## src/rtl/sobel_edge_detect_3x3.sv

```systemverilog
// -----------------------------------------------------------------------------
// sobel_edge_detect_3x3
//
// Sobel edge detector behind the two-line shift RAM. The current grey pixel and
// the two previous-line taps build a sliding 3x3 window. The gradient magnitude
// |Gx|+|Gy| saturates to 8 bits and is compared against a runtime threshold to
// give a 1-bit edge map. Frame syncs are delayed by the pipeline depth (5).
//
// Strobe semantics: there is no back-pressure. A pixel is transferred in every
// cycle where pre_frame_clken is high. The RAM taps belonging to that pixel are
// presented one cycle later. post_frame_clken marks every cycle in which
// post_grad / post_img_bit carry a new result. Between strobes the results hold.
//
// Parameters:
//   CNT_W            width of the line / column counters (border mask only)
//
// Ports:
//   clock            pixel clock
//   rst_n            synchronous active-low reset
//   pre_frame_vsync  input frame sync, active high
//   pre_frame_href   input line valid
//   pre_frame_clken  input pixel strobe
//   pre_img_y        current-line pixel (also feeds the line RAM)
//   taps0x           previous-line pixel, valid 1 cycle after the strobe
//   taps1x           line-before-previous pixel, valid 1 cycle after the strobe
//   threshold        edge threshold, sampled every cycle
//   post_frame_vsync vsync delayed by 5
//   post_frame_href  href delayed by 5
//   post_frame_clken clken delayed by 5
//   post_grad        saturated gradient magnitude
//   post_img_bit     1 = edge (post_grad strictly greater than threshold)
//
// Build option:
//   SOBEL_BORDER_MASK_EN  when defined, line/column counters mark pixels whose
//                         window is not fully populated and their outputs are
//                         forced to 0. When undefined, there are no counters and
//                         border pixels see stale window contents.
// -----------------------------------------------------------------------------
module sobel_edge_detect_3x3 #(
  parameter int CNT_W = 11
) (
  input  logic       clock,
  input  logic       rst_n,
  input  logic       pre_frame_vsync,
  input  logic       pre_frame_href,
  input  logic       pre_frame_clken,
  input  logic [7:0] pre_img_y,
  input  logic [7:0] taps0x,
  input  logic [7:0] taps1x,
  input  logic [7:0] threshold,
  output logic       post_frame_vsync,
  output logic       post_frame_href,
  output logic       post_frame_clken,
  output logic [7:0] post_grad,
  output logic       post_img_bit
);

  // The border comparisons need at least two counter bits.
  if (CNT_W < 2) begin : g_cnt_w_check
    $error("CNT_W must be at least 2");
  end

  // ---------------------------------------------------------------------------
  // Sync delay lines. Bit 0 is stage 0 (aligned with the RAM taps); bit 4 is the
  // output. clken_sr[k] is the enable of pipeline stage k+1.
  // ---------------------------------------------------------------------------
  logic [4:0] vsync_sr;
  logic [4:0] href_sr;
  logic [4:0] clken_sr;
  logic [7:0] img_d0;

  always_ff @(posedge clock) begin
    if (!rst_n) begin
      vsync_sr <= '0;
      href_sr  <= '0;
      clken_sr <= '0;
      img_d0   <= '0;
    end else begin
      vsync_sr <= {vsync_sr[3:0], pre_frame_vsync};
      href_sr  <= {href_sr[3:0],  pre_frame_href};
      clken_sr <= {clken_sr[3:0], pre_frame_clken};
      img_d0   <= pre_img_y;
    end
  end

  assign post_frame_vsync = vsync_sr[4];
  assign post_frame_href  = href_sr[4];
  assign post_frame_clken = clken_sr[4];

  // ---------------------------------------------------------------------------
  // Stage 1: 3x3 window. pRC = row R (1 = top, oldest line), column C
  // (1 = oldest column). New data enters column 3.
  // ---------------------------------------------------------------------------
  logic [7:0] p11, p12, p13;
  logic [7:0] p21, p22, p23;
  logic [7:0] p31, p32, p33;

  always_ff @(posedge clock) begin
    if (!rst_n) begin
      p11 <= '0; p12 <= '0; p13 <= '0;
      p21 <= '0; p22 <= '0; p23 <= '0;
      p31 <= '0; p32 <= '0; p33 <= '0;
    end else if (clken_sr[0]) begin
      p11 <= p12; p12 <= p13; p13 <= taps1x;
      p21 <= p22; p22 <= p23; p23 <= taps0x;
      p31 <= p32; p32 <= p33; p33 <= img_d0;
    end
  end

  // ---------------------------------------------------------------------------
  // Stage 2: gradients. Each side is an unsigned sum (max 4*255 = 1020, 10 bits)
  // and the difference lands in an 11-bit signed register.
  // ---------------------------------------------------------------------------
  logic [9:0] gx_pos, gx_neg, gy_pos, gy_neg;

  always_comb begin
    gx_pos = {2'b00, p13} + {1'b0, p23, 1'b0} + {2'b00, p33};
    gx_neg = {2'b00, p11} + {1'b0, p21, 1'b0} + {2'b00, p31};
    gy_pos = {2'b00, p31} + {1'b0, p32, 1'b0} + {2'b00, p33};
    gy_neg = {2'b00, p11} + {1'b0, p12, 1'b0} + {2'b00, p13};
  end

  logic signed [10:0] gx_s2, gy_s2;

  always_ff @(posedge clock) begin
    if (!rst_n) begin
      gx_s2 <= '0;
      gy_s2 <= '0;
    end else if (clken_sr[1]) begin
      gx_s2 <= $signed({1'b0, gx_pos}) - $signed({1'b0, gx_neg});
      gy_s2 <= $signed({1'b0, gy_pos}) - $signed({1'b0, gy_neg});
    end
  end

  // ---------------------------------------------------------------------------
  // Stage 3: magnitude |Gx|+|Gy| (0..2040) saturated to 8 bits.
  // ---------------------------------------------------------------------------
  logic [10:0] abs_x, abs_y, mag;
  logic [7:0]  grad_sat;

  always_comb begin
    abs_x    = gx_s2[10] ? 11'(-gx_s2) : 11'(gx_s2);
    abs_y    = gy_s2[10] ? 11'(-gy_s2) : 11'(gy_s2);
    mag      = abs_x + abs_y;
    grad_sat = (mag > 11'd255) ? 8'hFF : mag[7:0];
  end

  logic [7:0] grad_s3;

  always_ff @(posedge clock) begin
    if (!rst_n) begin
      grad_s3 <= '0;
    end else if (clken_sr[2]) begin
      grad_s3 <= grad_sat;
    end
  end

`ifdef SOBEL_BORDER_MASK_EN
  // ---------------------------------------------------------------------------
  // Border tracking on the stage-0 signals so the counts line up with the
  // pixel being shifted into the window. The column count seen at a stage-1
  // strobe is the index of the newest pixel.
  // ---------------------------------------------------------------------------
  logic [CNT_W-1:0] line_cnt;
  logic [CNT_W-1:0] col_cnt;
  logic             vs_rise;
  logic             href_fall;
  logic             border_s1, border_s2, border_s3;

  assign vs_rise   = vsync_sr[0] & ~vsync_sr[1];
  assign href_fall = ~href_sr[0] & href_sr[1];

  always_ff @(posedge clock) begin
    if (!rst_n) begin
      line_cnt <= '0;
      col_cnt  <= '0;
    end else begin
      // A frame start wins over a coincident line end.
      if (vs_rise) begin
        line_cnt <= '0;
      end else if (href_fall && (line_cnt != '1)) begin
        line_cnt <= line_cnt + 1'b1;
      end

      if (!href_sr[0]) begin
        col_cnt <= '0;
      end else if (clken_sr[0] && (col_cnt != '1)) begin
        col_cnt <= col_cnt + 1'b1;
      end
    end
  end

  always_ff @(posedge clock) begin
    if (!rst_n) begin
      border_s1 <= 1'b0;
      border_s2 <= 1'b0;
      border_s3 <= 1'b0;
    end else begin
      if (clken_sr[0]) border_s1 <= (line_cnt < CNT_W'(2)) || (col_cnt < CNT_W'(2));
      if (clken_sr[1]) border_s2 <= border_s1;
      if (clken_sr[2]) border_s3 <= border_s2;
    end
  end
`endif

  // ---------------------------------------------------------------------------
  // Stage 4: threshold and output registers.
  // ---------------------------------------------------------------------------
  always_ff @(posedge clock) begin
    if (!rst_n) begin
      post_grad    <= '0;
      post_img_bit <= 1'b0;
    end else if (clken_sr[3]) begin
`ifdef SOBEL_BORDER_MASK_EN
      if (border_s3) begin
        post_grad    <= '0;
        post_img_bit <= 1'b0;
      end else begin
        post_grad    <= grad_s3;
        post_img_bit <= (grad_s3 > threshold);
      end
`else
      post_grad    <= grad_s3;
      post_img_bit <= (grad_s3 > threshold);
`endif
    end
  end

endmodule

```

## config.mk

```make
export PLATFORM = sky130hd
export DESIGN_NAME = sobel_edge_detect_3x3
export DESIGN_NICKNAME = d
export VERILOG_FILES = /design/src/rtl/sobel_edge_detect_3x3.sv
export SDC_FILE = /design/constraint.sdc
export NUM_CORES = 1
export LEC_CHECK = 0
export BUFFER_PORTS_ARGS = -buffer_cell sky130_fd_sc_hd__buf_4
export CAP_MARGIN = 20
export CORE_MARGIN = 4
export CORE_UTILIZATION = 65
export CTS_BUF_LIST = sky130_fd_sc_hd__clkbuf_4 sky130_fd_sc_hd__clkbuf_8
export CTS_CLUSTER_SIZE = 28
export DETAILED_ROUTE_END_ITERATION = 12
export PLACE_DENSITY_LB_ADDON = 0.25
export SLEW_MARGIN = 15
export SYNTH_ARGS = -nofsm -noshare
export SYNTH_HDL_FRONTEND = slang
export SYNTH_SLANG_ARGS = --single-unit
```

## constraint.sdc

```tcl
create_clock -name clock -period 9.7 [get_ports clock]
set_clock_uncertainty 0.05 [all_clocks]
set_input_delay 0.485 -clock clock [delete_from_list [all_inputs] [get_ports clock]]
set_output_delay 0.485 -clock clock [all_outputs]
set_load 0.05 [all_outputs]
```

==> results of run 1 <==
==> layout by cell type, fill, tap and decap left out, drive strengths merged, types with 16 or more instances in the layout <==
cell type    n
o21ai       19
inv         67
nand2       28
nor2        16
xnor2       23
nor2b       99
and2        23
buf         51
fa          63
dfxtp      134
clkbuf      20
mux2i       90
ha          44
==> routing by layer <==
layer / global-route usage, % / part of all wire (%)
met1: 27.6 / 42
met2: 40.0 / 52
met3: 6.30 / 4.2
met4: 7.69 / 1.8
met5: 0 / 0
==> where the power goes <==
group	switching (mW)	total, mW	leakage [nW]	internal (mW)
Clock	0.218	0.405	0.175	0.187
Combinational	0.166	0.316	2.19	0.150
Sequential	0.0235	0.593	1.09	0.570
Total	0.408	1.31	3.45	0.907
==> layout make-up <==
| class | instances | share of cell area (%) |
|---|---|---|
| Clock buffer | 20 | 3.03 |
| Tap cell | 143 | 2.06 |
| Multi-Input combinational cell | 522 | 55.5 |
| Timing Repair Buffer | 51 | 4.64 |
| Sequential cell | 134 | 31.0 |
| Clock inverter | 12 | 0.952 |
| Inverter | 67 | 2.90 |
==> worst max path at each step <==
stage	startpoint	to	slack [ns]	cells after the start
finish	p31[2]	gx_s2[10]	5.82	11
global route	p31[2]	gx_s2[10]	5.53	11
CTS	p31[2]	gx_s2[10]	5.80	11
detailed placement	p31[2]	gx_s2[10]	5.87	11
global placement	p31[2]	gx_s2[10]	6.02	11
floorplan	p31[2]	gx_s2[10]	6.18	11
==> synthesized netlist by cell type, types with 6 or more instances <==
master / instances / share of area, %
a21o_1: 6 / 0.57
a21oi_1: 10 / 0.64
and2_1: 23 / 1.8
clkbuf_1: 27 / 1.3
dfxtp_1: 134 / 34
fa_1: 63 / 16
ha_1: 44 / 7.0
inv_1: 67 / 3.2
mux2i_1: 90 / 11
nand2_1: 28 / 1.3
nand3_1: 7 / 0.45
nand3b_1: 11 / 1.1
nor2_1: 16 / 0.76
nor2b_1: 99 / 7.9
nor3_1: 11 / 0.70
o211ai_1: 7 / 0.67
o21ai_0: 17 / 1.1
o221a_1: 8 / 1.1
xnor2_1: 22 / 2.5
xor2_1: 11 / 1.2
==> sequential cells by signal, summed over array words and instances, names as in the netlist, 8 cells and up <==
signal and flops:
p11 8, grad_s3 8, p21 8, gx_s2 11, p13 8, p12 8
gy_s2 11, p23 8, p32 8, p22 8, post_grad 8, p33 8
p31 8, img_d0 8
==> metrics by stage <==
| step | hold WS (ns) | instances |
|---|---|---|
| 2_1_floorplan | 0.362 | 754 |
| 5_1_grt | 0.149 | 949 |
| 3_3_place_gp | 0.364 | 916 |
| 6_report | 0.188 | 949 |
| 4_1_cts | 0.155 | 948 |
| 3_5_place_dp | 0.370 | 916 |
==> kinds of logic (layout without fill, tap and decap cells) <==
family,after synthesis,after routing,synth area share (%)
buf+inv,98,150,4.69
mux,91,91,11.6
compound gates,78,78,7.22
simple gates,212,212,15.4
fa+ha+maj,107,107,23.0
xor+xnor,34,34,3.88
flops,134,134,34.1
==> results.toml, run 1 <==
[drt]
first_pass_iters = 4
drtIter0Drc = 263
drc = 0
via_per_inst = 5.52
drt-total-wl_mm = 14.6
post_drt_wl_per_cell_um = 15.4
antenna_left = 0
vias = 5236

[worst_setup_path]
critPathKind = "register to register"
cp.buffers_inverters = 1
cp_slowest_cell = "fa_1"
r2r-start = "p31[2]"
reg2reg_slack_ns = 5.82
critPathArrivalTime_ns = 4.18
cp_cell_sequence = "inv_1 -> fa_1 -> fa_1 -> fa_1 -> ha_1 -> a21o_1 -> a21oi_1 -> o21ai_1 -> o41ai_1 -> nor2b_1 -> o41ai_1"
cp_top_family = "adder cells"
required_ns = 9.99
r2r_cells = 11
path_max_fanout = 3
r2r-end = "gx_s2[10]"
max_stage_delay_ns = 0.53
cp-end-kind = "register"
cpMostUsedCell = "fa_1"
critPathLaunchType = "register"

[min_path]
min_path_cells = 2
hp-class = "input pin to register"
min_from = "pre_img_y[1]"
hold_path_end = "img_d0[1]"

[clock_network]
cts_buffers = 17
cts.sink_count = 134
cts_resized = 0
cts.clk_slew.worst_paths_ns = 0.08
cts_root_buf = "clkbuf_8"
htreeDepth = 4
hold_buffers = 0
max-clock-path-buffers = 2
clk_latency_ns = 0.45
postCtsSetupBuffers = 0
tritoncts = "built"

[global_routing]
overflow = 0
antenna_found_initial = 0
grt_util_all_layers_pct = 23.0
grt_pass1_wl_mm = 26.3
grt_pass1_vias = 5721
grt_max_degree = 141

[synthesis]
syn_inst = 754
synth_enable_flop_cells = 0
seq_area_frac_synth_pct = 34.1
netlist_area_um2 = 7860
post_synth.cell_area_avg_um2 = 10.4
async_flop_share_pct = 0
synth_cell_types = 47
yosysWarnings = 0
synth_top_flop_cell = "dfxtp_1"
synth_nets = 898
synth-seq-cells = 134

[timing]
post-route-worst-setup-slack_ns = 5.82
worst_pin_slew_ns = 1.07
final-setup-viol-count = 0
rsz0062_at_grt = "no"
fin_tns_setup_ns = 0
fmax_ghz = 0.258
worst_slew_margin_rel_pct = 28.9
drv_slew = 0
min_period_over_period_pct = 40.0
fin_crit_ns = 3.88
finalHoldViolations = 0

[power]
ir_drop_mv = 0.150
total_power_mw = 1.31
power-per-cell-area_nw_per_um2 = 152
p_leak_nw = 3.45

[placed_design]
dpl.hpwl_mm = 10.9
placed_cell_area_um2 = 8300
gp_congestion = 0.849
port_buffers = 48
pre_cts_ws_ns = 5.87

[floorplanning]
coreArea_um2 = 11600
die_h_um = 118
io_pins = 49
fp.dieW_um = 118
start_util_pct = 67.7
die_area_um2 = 13900
rows = 39

[run]
cap_violations = 0

[cells_and_area]
num_antenna_cells = 0
layout-drive-gt1-share_pct = 11.0
multi_input_area_um2 = 4810
fillers = 830
seq_area_um2 = 2690
area_growth_pct = 10.3
final_area_um2 = 8680
utilization_pct = 74.7
fin_nets = 937

[run_status]
outcome = "finished clean"
No activity file was read; power rests on OpenSTA's default activity.
==> run 2, diff against run 1 <==
Settings changed: CORE_UTILIZATION 65 to 63.
Clock period 9.7 ns to 3.7 ns, I/O delays scaled along.
==> results.toml, run 2 (synthesis results as in run 1) <==
[run_status]
outcome = "finished clean"

[worst_setup_path]
path_max_fanout = 3
cpMostUsedCell = "fa_1"
critPathArrivalTime_ns = 3.91
cp_slowest_cell = "fa_1"
required_ns = 4.00
critPathKind = "register to register"
cp-end-kind = "register"
max_stage_delay_ns = 0.51
critPathLaunchType = "register"
cp_cell_sequence = "inv_1 -> fa_1 -> fa_1 -> fa_1 -> ha_1 -> nor2b_1 -> o21ai_1 -> a21oi_2 -> a211oi_1 -> xor2_1 -> o21ai_0"

[timing]
fin_tns_setup_ns = 0
final-setup-viol-count = 0
post-route-worst-setup-slack_ns = 0.0869
min_period_over_period_pct = 97.7
fmax_ghz = 0.277
drv_slew = 0
worst_slew_margin_rel_pct = 43.2
fin_crit_ns = 3.61
rsz0062_at_grt = "yes"
finalHoldViolations = 0
worst_pin_slew_ns = 0.852

[clock_network]
clk_latency_ns = 0.46
cts_buffers = 17
tritoncts = "built"
htreeDepth = 4
cts.clk_slew.worst_paths_ns = 0.08
cts.sink_count = 134
cts_root_buf = "clkbuf_8"
max-clock-path-buffers = 2

[placed_design]
port_buffers = 48
placed_cell_area_um2 = 8390
pre_cts_ws_ns = -0.0243
dpl.hpwl_mm = 11.0
gp_congestion = 0.853

[floorplanning]
die_h_um = 120
fp.dieW_um = 120
io_pins = 49
start_util_pct = 64.9
die_area_um2 = 14300
rows = 40
coreArea_um2 = 12100

[cells_and_area]
fin_nets = 970
final_area_um2 = 9150
top_regs = "gx_s2 (11), gy_s2 (11)"
num_antenna_cells = 0
fillers = 831
layout-drive-gt1-share_pct = 12.9
area_growth_pct = 16.3
layout_common_cells = "dfxtp_1 (131), nor2b_1 (99), mux2i_1 (90)"
utilization_pct = 75.5
layout_commonest_cell = "dfxtp_1"

[power]
p_int_mw = 2.66
seqPwrFrac_pct = 42.0
total_power_mw = 3.74
p_clk_share_pct = 33.9
switching_share_pct = 28.9
p_sw_mw = 1.08
combPwrFrac_pct = 24.1
p_leak_nw = 3.64
ir_drop_mv = 0.387
power-per-cell-area_nw_per_um2 = 409

[min_path]
hp-class = "input pin to register"

[global_routing]
grt_pass1_wl_mm = 25.7
grt_pass1_vias = 5606
antenna_found_initial = 0
grt_max_degree = 88
overflow = 0
grt_util_all_layers_pct = 22.2

[drt]
post_drt_wl_per_cell_um = 15.1
via_per_inst = 5.28
antenna_left = 0
drc = 0
vias = 5315
drtIter0Drc = 313
drt-total-wl_mm = 15.2
first_pass_iters = 4

[run]
cap_violations = 0
## run 2: cell type report
cell class                 instances  area [µm²]  area share (%)
sequential                       134        2690            29.4
timing repair buffer              84         698            7.63
clock inverter                     9         125            1.37
inverter                          67         251            2.75
clock buffer                      23         292            3.19
multi-input combinational        522        4880            53.4
tap                              168         210            2.30
## run 2: worst max-delay path, delay by kind of cell (launching register included)
family	cells	cell delay, ns
AND/OR/NAND/NOR	1	0.16
buffers and inverters	1	0.08
XOR/XNOR	1	0.21
AO/OA/AOI/OAI	4	0.80
adder cells (fa/ha/maj)	4	1.85
flip-flops	1	0.38
## run 2: worst paths after layout
check | startpoint | end | slack (ns) | cells after the start
max | p31[3] | gx_s2[7] | 0.09 | 11
min | rst_n | post_img_bit | 0.27 | 2
max reg2reg | p31[3] | gx_s2[7] | 0.09 | 11
min reg2reg | vsync_sr[0] | vsync_sr[1] | 0.38 | 1
## run 2: per-stage QoR
stage / std cells / hold slack, ns
4_1_cts: 1007 / 0.248
3_5_place_dp: 948 / 0.347
5_1_grt: 1007 / 0.293
2_1_floorplan: 754 / 0.262
6_report: 1007 / 0.266
3_3_place_gp: 948 / 0.343
## run 2: layer usage
| metal | share of wire (%) | routed length [µm] | track usage (%) | up-vias |
|---|---|---|---|---|
| met5 | 0 | 0 | 0 | - |
| met1 | 43 | 6520 | 27.2 | 2557 |
| met2 | 52 | 7990 | 38.5 | 76 |
| met3 | 2.9 | 448 | 4.67 | 19 |
| met4 | 1.7 | 265 | 8.80 | 0 |
| li1 | - | - | - | 2663 |
## run 2: timing repair
action,in CTS,in global routing
pin swaps,0,2
gates resized for setup,3,15
hold endpoints to repair,27,0
hold buffers,27,0
buffers inserted,0,0
setup endpoints to repair,3,14
## run 2: power by group through the flow
| stage | sequential, mW | combinational, mW | clock [mW] |
|---|---|---|---|
| 6_report | 1.57 | 0.901 | 1.27 |
| 5_1_grt | 1.58 | 1.00 | 1.36 |
| 4_1_cts | 1.57 | 0.861 | 1.29 |
| 3_5_place_dp | 1.60 | 0.820 | 0 |
| 3_3_place_gp | 1.60 | 0.787 | 0 |
| 2_1_floorplan | 1.57 | 0.648 | 0 |
